==> config.mk <==
export PLATFORM = sky130hd
export DESIGN_NAME = comp_arb
export DESIGN_NICKNAME = d
export VERILOG_FILES = /design/src/rtl/comp_arb.sv
export SDC_FILE = /design/constraint.sdc
export NUM_CORES = 1
export LEC_CHECK = 0
export CAP_MARGIN = 20
export CORE_UTILIZATION = 44
export DETAILED_ROUTE_END_ITERATION = 8
export PLACE_DENSITY = 0.79
export SKIP_LAST_GASP = 1
export SLEW_MARGIN = 0
export SYNTH_ARGS = -nofsm -noshare
export SYNTH_HDL_FRONTEND = slang
export SYNTH_SLANG_ARGS = --single-unit
export TNS_END_PERCENT = 20
==> constraint.sdc <==
create_clock -name clk -period 2.3 [get_ports clk]
set_input_delay 0.575 -clock clk [delete_from_list [all_inputs] [get_ports clk]]
set_output_delay 0.575 -clock clk [all_outputs]
set_load 0.1 [all_outputs]
==> src/rtl/comp_arb.sv <==
// comp_arb: one shared unsigned W-bit comparator, time-multiplexed among
// N_REQ requesters with round-robin arbitration. Each transaction captures
// the winner's operands, produces a registered gr/ls/eq result tagged with
// the requester index, and holds it until the consumer accepts it.
module comp_arb #(
    parameter int N_REQ = 4,
    parameter int W     = 4
) (
    input  logic               clk,
    input  logic               rst_n,
    input  logic [N_REQ-1:0]   req,
    input  logic [N_REQ*W-1:0] a_in,
    input  logic [N_REQ*W-1:0] b_in,
    output logic [N_REQ-1:0]   gnt,
    output logic               busy,
    output logic               res_valid,
    input  logic               res_ready,
    output logic [1:0]         res_id,
    output logic               gr,
    output logic               ls,
    output logic               eq
);

    typedef enum logic [1:0] {
        IDLE,
        CMP,
        RESP
    } state_t;

    state_t         state;
    logic [1:0]     last_winner;
    logic [W-1:0]   op_a;
    logic [W-1:0]   op_b;

    logic           win_found;
    logic [1:0]     win_idx;
    logic [1:0]     cand;
    logic [W-1:0]   a_sel;
    logic [W-1:0]   b_sel;

    // Round-robin search starting one past the last winner; 2-bit index wraps 3->0.
    always_comb begin
        win_found = 1'b0;
        win_idx   = last_winner;
        cand      = '0;
        for (int unsigned k = 0; k < N_REQ; k++) begin
            cand = last_winner + 2'(k + 1);
            if (!win_found && req[cand]) begin
                win_found = 1'b1;
                win_idx   = cand;
            end
        end
        a_sel = a_in[W*win_idx +: W];
        b_sel = b_in[W*win_idx +: W];
    end

    // Control FSM with registered outputs: capture in IDLE, compare in CMP, hold in RESP.
    always_ff @(posedge clk or negedge rst_n) begin
        if (!rst_n) begin
            state       <= IDLE;
            last_winner <= 2'd3;
            op_a        <= '0;
            op_b        <= '0;
            gnt         <= '0;
            busy        <= 1'b0;
            res_valid   <= 1'b0;
            res_id      <= '0;
            gr          <= 1'b0;
            ls          <= 1'b0;
            eq          <= 1'b0;
        end else begin
            gnt <= '0;
            case (state)
                IDLE: begin
                    if (win_found) begin
                        op_a         <= a_sel;
                        op_b         <= b_sel;
                        last_winner  <= win_idx;
                        gnt[win_idx] <= 1'b1;
                        busy         <= 1'b1;
                        state        <= CMP;
                    end
                end
                CMP: begin
                    // last_winner only moves on capture, so it still names the owner here
                    gr        <= (op_a > op_b);
                    ls        <= (op_a < op_b);
                    eq        <= (op_a == op_b);
                    res_id    <= last_winner;
                    res_valid <= 1'b1;
                    state     <= RESP;
                end
                RESP: begin
                    if (res_ready) begin
                        res_valid <= 1'b0;
                        busy      <= 1'b0;
                        state     <= IDLE;
                    end
                end
                default: begin
                    state <= IDLE;
                end
            endcase
        end
    end

endmodule

---- After elaboration in Yosys (flattened, before gate mapping) ----
Index checks and enable logic that the tools add are counted.
cells by class
  $add $sub $neg .......................... 3
  $lt $le $gt $ge ......................... 8
  equality and inequality tests ........... 5
  shift operators ......................... 2
  multiplexer cells ....................... 27
  reduce and logical (&&, ||, !) cells .... 14
operators with widths
  kind                                                                    count
  16-bit by 5-bit indexed part select with 4-bit output                   2
  2-bit by 3-bit < comparator with 1-bit output (second input constant)   5
  2-bit 2-to-1 mux                                                        6
  1-bit 2-to-1 mux                                                        11
  1-bit binary-select mux with 2-bit select                               4
  4-bit 2-to-1 mux                                                        2
  2-bit one-hot mux with 3 select lines                                   1
  2-bit AND reduction                                                     3
  2-bit adder (second input constant)                                     2
  4-bit == test                                                           1
  4-bit greater-than comparator                                           1
  1-bit logical AND                                                       4
  4-bit < comparator                                                      1
  2-bit inequality test (second input constant)                           2
  1-bit one-hot mux with 2 select lines                                   2
  2-bit nonzero test                                                      2
  1-bit logical NOT                                                       3
  3-bit AND reduction                                                     1
  2-bit by 1-bit adder with 2-bit output (second input constant)          1
  1-bit demux with 2-bit select                                           1
  2-bit by 1-bit == test with 1-bit output (second input constant)        1
  2-bit == test (second input constant)                                   1
  2-bit by 1-bit >= comparator with 1-bit output (second input constant)  1
  2-bit logical NOT                                                       1
storage, ports and cells
  register bits ........................... 23
  input bits .............................. 39
  output and inout bits ................... 11
  logic and storage cells ................. 70

---- Logic depth before layout (Yosys ltp) ----
  depth after elaboration ................. 19
  mapped depth ............................ 7
  depth with buffers taken out ............ 7

---- Worst setup path after synthesis ----
OpenSTA, ideal clock, no wires.
  path kind ............................... reg2reg
  from .................................... reg last_winner[0]
  to ...................................... reg op_a[3]
  library setup time ...................... 0.094 ns
  arrival time ............................ 1.778 ns
  data required time ...................... 2.206 ns
  setup slack ............................. 0.428 ns
  stages on the path, launching flop included .. 8
  path buffers ............................ 2
  period minus slack after synthesis ...... 1.872 ns
  cells stage by stage .................... dfstp_2 inv_2 o211a_1 buf_6 or3b_4 buf_12 mux2i_1 a211oi_1
between the ends
  word-level cells in the longest chain between the ends .. 14
  elaborated cells between the ends (all ways) .. 27
  classes of those cells .................. add/sub (3); shift (1); mux (16); reduce/logical (7)
ends and longest elaborated chain
  element                                                                                              RTL line  source
  start: declaration                                                                                   31        logic [1:0] last_winner;
  start signal: assignment                                                                             78        last_winner <= win_idx;
  2-bit by 1-bit adder with 2-bit output                                                               47        cand = last_winner + 2'(k + 1);
  1-bit binary-select mux with 2-bit select                                                            48        if (!win_found && req[cand]) begin
  1-bit 2-to-1 mux (implied by the code)                                                               48
  1-bit 2-to-1 mux                                                                                     48
  1-bit logical NOT                                                                                    48
  1-bit logical AND                                                                                    48
  1-bit 2-to-1 mux                                                                                     48
  1-bit logical NOT                                                                                    48
  1-bit logical AND                                                                                    48
  1-bit 2-to-1 mux                                                                                     48
  1-bit logical NOT                                                                                    48
  1-bit logical AND                                                                                    48
  2-bit 2-to-1 mux / 1-bit 2-to-1 mux (equally long branches)                                          48
  16-bit by 5-bit indexed part select with 4-bit output / 2-bit AND reduction (equally long branches)  n/a
  end signal: assignment                                                                               76        op_a <= a_sel;
  end: declaration                                                                                     32        logic [W-1:0] op_a;
Parallel ways exist; a longest one is shown, timed or not. The select of a mux whose other input is x is not followed.
A chain may end at the register's enable or synchronous reset.

---- Worst setup path after layout ----
  from .................................... in req[0]
  to ...................................... reg op_b[3]
between the ends
  word-level cells in the longest chain between the ends .. 13
  elaborated cells between the ends (all ways) .. 24
  classes of those cells .................. shift (1); mux (16); reduce/logical (7)
ends and longest elaborated chain
  element                                                                                              RTL line  source
  start: declaration                                                                                   11        input logic [N_REQ-1:0] req,
  1-bit binary-select mux with 2-bit select                                                            48
  1-bit 2-to-1 mux (implied by the code)                                                               48
  1-bit 2-to-1 mux                                                                                     48
  1-bit logical NOT                                                                                    48
  1-bit logical AND                                                                                    48
  1-bit 2-to-1 mux                                                                                     48
  1-bit logical NOT                                                                                    48
  1-bit logical AND                                                                                    48
  1-bit 2-to-1 mux                                                                                     48
  1-bit logical NOT                                                                                    48
  1-bit logical AND                                                                                    48
  2-bit 2-to-1 mux / 1-bit 2-to-1 mux (equally long branches)                                          48
  16-bit by 5-bit indexed part select with 4-bit output / 2-bit AND reduction (equally long branches)  n/a
  end signal: assignment                                                                               77        op_b <= b_sel;
  end: declaration                                                                                     33        logic [W-1:0] op_b;
Parallel ways exist; a longest one is shown, timed or not. The select of a mux whose other input is x is not followed.

==> qor.txt <==
Fin crit period -> 2.13 ns
R2R setup slack -> 0.35 ns
Peak supply drop -> 0.000665 V
Hold Startpoint -> eq$_DFFE_PN0P_
Total Wirelength -> 3210 microns
Leak -> 0.867 nW
Hold-fix buffers, CTS -> 0
Hold Crit Depth -> 2
Count of cell types in the netlist -> 32
Inserted Diodes -> 0
CP Max Fanout -> 8
Initial DRC count -> 47
Final net count -> 240
Synth Net Count -> 182
Register area share after synthesis -> 42.5%
Classification of the worst setup path -> primary input to register
Clk_lat worst skew -> 0.32 ns
H-Tree Depth -> 1
Post-synthesis cell count -> 139
Pin count of the biggest net entering global routing -> 19
Post-route ant nets -> 0
TritonRoute pass-1 iters -> 6
Worst Skew -> 0.0114 ns
Rows -> 19
Root buffer cell -> clkbuf_4
Post-synth top area share -> 38.7%
Type of origin of the critical path -> primary input
Finished Core Util -> 68.2%
Slew Limit Fails -> 0
Number of global-route vias before repair -> 1288
Worst setup EP type -> register
CTS tree -> built
#FFs+latches synth -> 23
Postcts setup bufs -> 0
GP Congestion -> 0.795
Failing checks -> DRC
Synth-to-Final Area Change -> 41.9%
Reg clk slew, reported paths -> 0.13 ns
Dpl ws -> -0.133 ns
Clock buffer depth -> 2
DRC errors left -> 1
Final WS setup -> 0.175 ns
Final hold violations -> 0
Status -> finished, violations left
Num CTS Buffers -> 3
WP data required -> 2.49 ns
Most common cell after layout, fill and taps aside -> clkdlybuf4s50_1
Min-Delay Endpoint -> eq$_DFFE_PN0P_
Crit path arrival time -> 2.31 ns
Clock Sink Count -> 23
Top Ports -> 50
Antenna violations before repair -> 0
Slew headroom -> 77.3%
Layout cells sized above 1 -> 21.4%
FILL cells -> 236
Mean Syn Cell Area -> 9.78 sq um
Max Cap Violations -> 0
Cell accounting for the most synthesized area -> dfrtp_1
IO buf count -> 49
DIE HEIGHT -> 57.6 microns
Tot GR Track Use -> 21.2%
Worst reg2reg path depth -> 5
Die ar. -> 3310 sq um
WL/cell -> 14.1 microns
Initial Util -> 48.0%
Hold Path Class -> register to register
Final period utilization -> 92.4%
Largest cells by area after synthesis -> dfrtp_1 (39%), a211oi_2 (7.4%), mux2i_1 (5.9%)
Yosys warns -> 0
First-pass GRT wire length -> 5420 microns
Die W -> 57.6 microns
Fmax -> 0.471 GHz
Area of the mapped netlist -> 1360 sq um
Post-CTS Resized -> 0
Slew @ Worst Pin -> 0.339 ns
Vias/cell -> 5.44
Pwr Density -> 1400 nW/um^2
DR vias -> 1235
R2R Path End -> op_b[3]$_DFFE_PN0P_
Worst R2R Start -> last_winner[1]$_DFFE_PN1P_
Most frequent cells in the layout -> clkdlybuf4s50_1 (38), buf_4 (22), dfrtp_1 (21)
Placed wire-length estimate -> 2630 microns
Core ar. -> 2830 sq um
RSZ-0062 raised after global routing -> no
Overflow after GRT -> 0
Setup Viol. Count Final -> 0
==> report_power, final <==
part / total, mW / switching [mW] / internal [mW]
clock: 0.188 / 0.123 / 0.0650
sequential: 0.748 / 0.142 / 0.606
combinational: 1.77 / 1.15 / 0.622
total: 2.71 / 1.41 / 1.29
==> synth_stat cells (all sizes together) <==
master,count
o211a,1
nand3,1
nor4,1
o21a,1
nand2b,8
dfstp,2
a21oi,5
nor2,11
and2,1
ha,4
mux2,2
or3b,1
a211oi,16
nand4,2
inv,7
o21ai,8
dfrtp,21
clkbuf,4
nand2,14
a21o,2
nand3b,1
buf,4
mux2i,8
or2b,1
nor3,9
and3,1
nor2b,3
==> worst max-delay path by stage <==
| stage | start | end | slack [ns] |
|---|---|---|---|
| after floorplan | last_winner[0]$_DFFE_PN1P_ | op_a[3]$_DFFE_PN0P_ | 0.43 |
| after global routing | req[0] | op_b[3]$_DFFE_PN0P_ | 0.05 |
| after detailed placement | req[0] | op_b[3]$_DFFE_PN0P_ | -0.13 |
| after CTS | req[0] | op_b[3]$_DFFE_PN0P_ | 0.20 |
| final | req[0] | op_b[3]$_DFFE_PN0P_ | 0.17 |
| after global placement | req[3] | op_a[3]$_DFFE_PN0P_ | -0.07 |
==> per-stage QoR <==
stage               hold slack [ns]  TNS [ns]  std cells  area [sq um]  total power [mW]
floorplan                     0.279         0        139          1360              2.10
finish                        0.498         0        227          1930              2.71
CTS                           0.501         0        227          1930              2.72
detailed placement            0.471    -0.821        223          1900              2.53
global route                  0.534         0        227          1930              2.89
global placement              0.463    -0.407        223          1900              2.46
==> routing by layer <==
layer  up-vias  routed length [microns]  GRT usage, %
li1        606                        -             -
met1       585                     1390          26.0
met2        37                     1630          35.5
met3         7                      124          3.17
met4         0                       65          11.8
met5         -                        0             0
==> cell families (layout without fill, tap and decap cells) <==
logic type                 after synthesis  after routing  share of synthesized area, %
DFF                                     23             23                          42.5
AOI/OAI and AO/OA                       33             33                          19.8
and+or+nand+nor                         54             54                          19.9
adders and majority gates                4              4                          3.68
buffers and inverters                   15             72                          6.54
muxes                                   10             10                          7.55
==> registers in the layout, indices dropped and copies added (netlist names) <==
signal	flops
res_valid	1
gnt	4
state	2
busy	1
last_winner	2
eq	1
op_b	4
ls	1
res_id	2
op_a	4
gr	1
==> critical path, cell delays in order <==
cell and delay, ns:
clkdlybuf4s50_1 0.52, nor4_1 0.07, buf_4 0.14, nor3_1 0.26, nand4_1 0.22, buf_12 0.20
a211oi_2 0.25, a211oi_1 0.07
==> cell type report <==
cell class / instances / area (sq um) / share of cell area [%]
multi-input combinational: 101 / 692 / 35.9
sequential: 23 / 578 / 30.0
timing repair buffer: 61 / 566 / 29.3
tap: 31 / 38.8 / 2.01
inverter: 7 / 26.3 / 1.36
clock buffer: 3 / 22.5 / 1.17
clock inverter: 1 / 5.00 / 0.260
No activity file was read; power rests on OpenSTA's default activity.
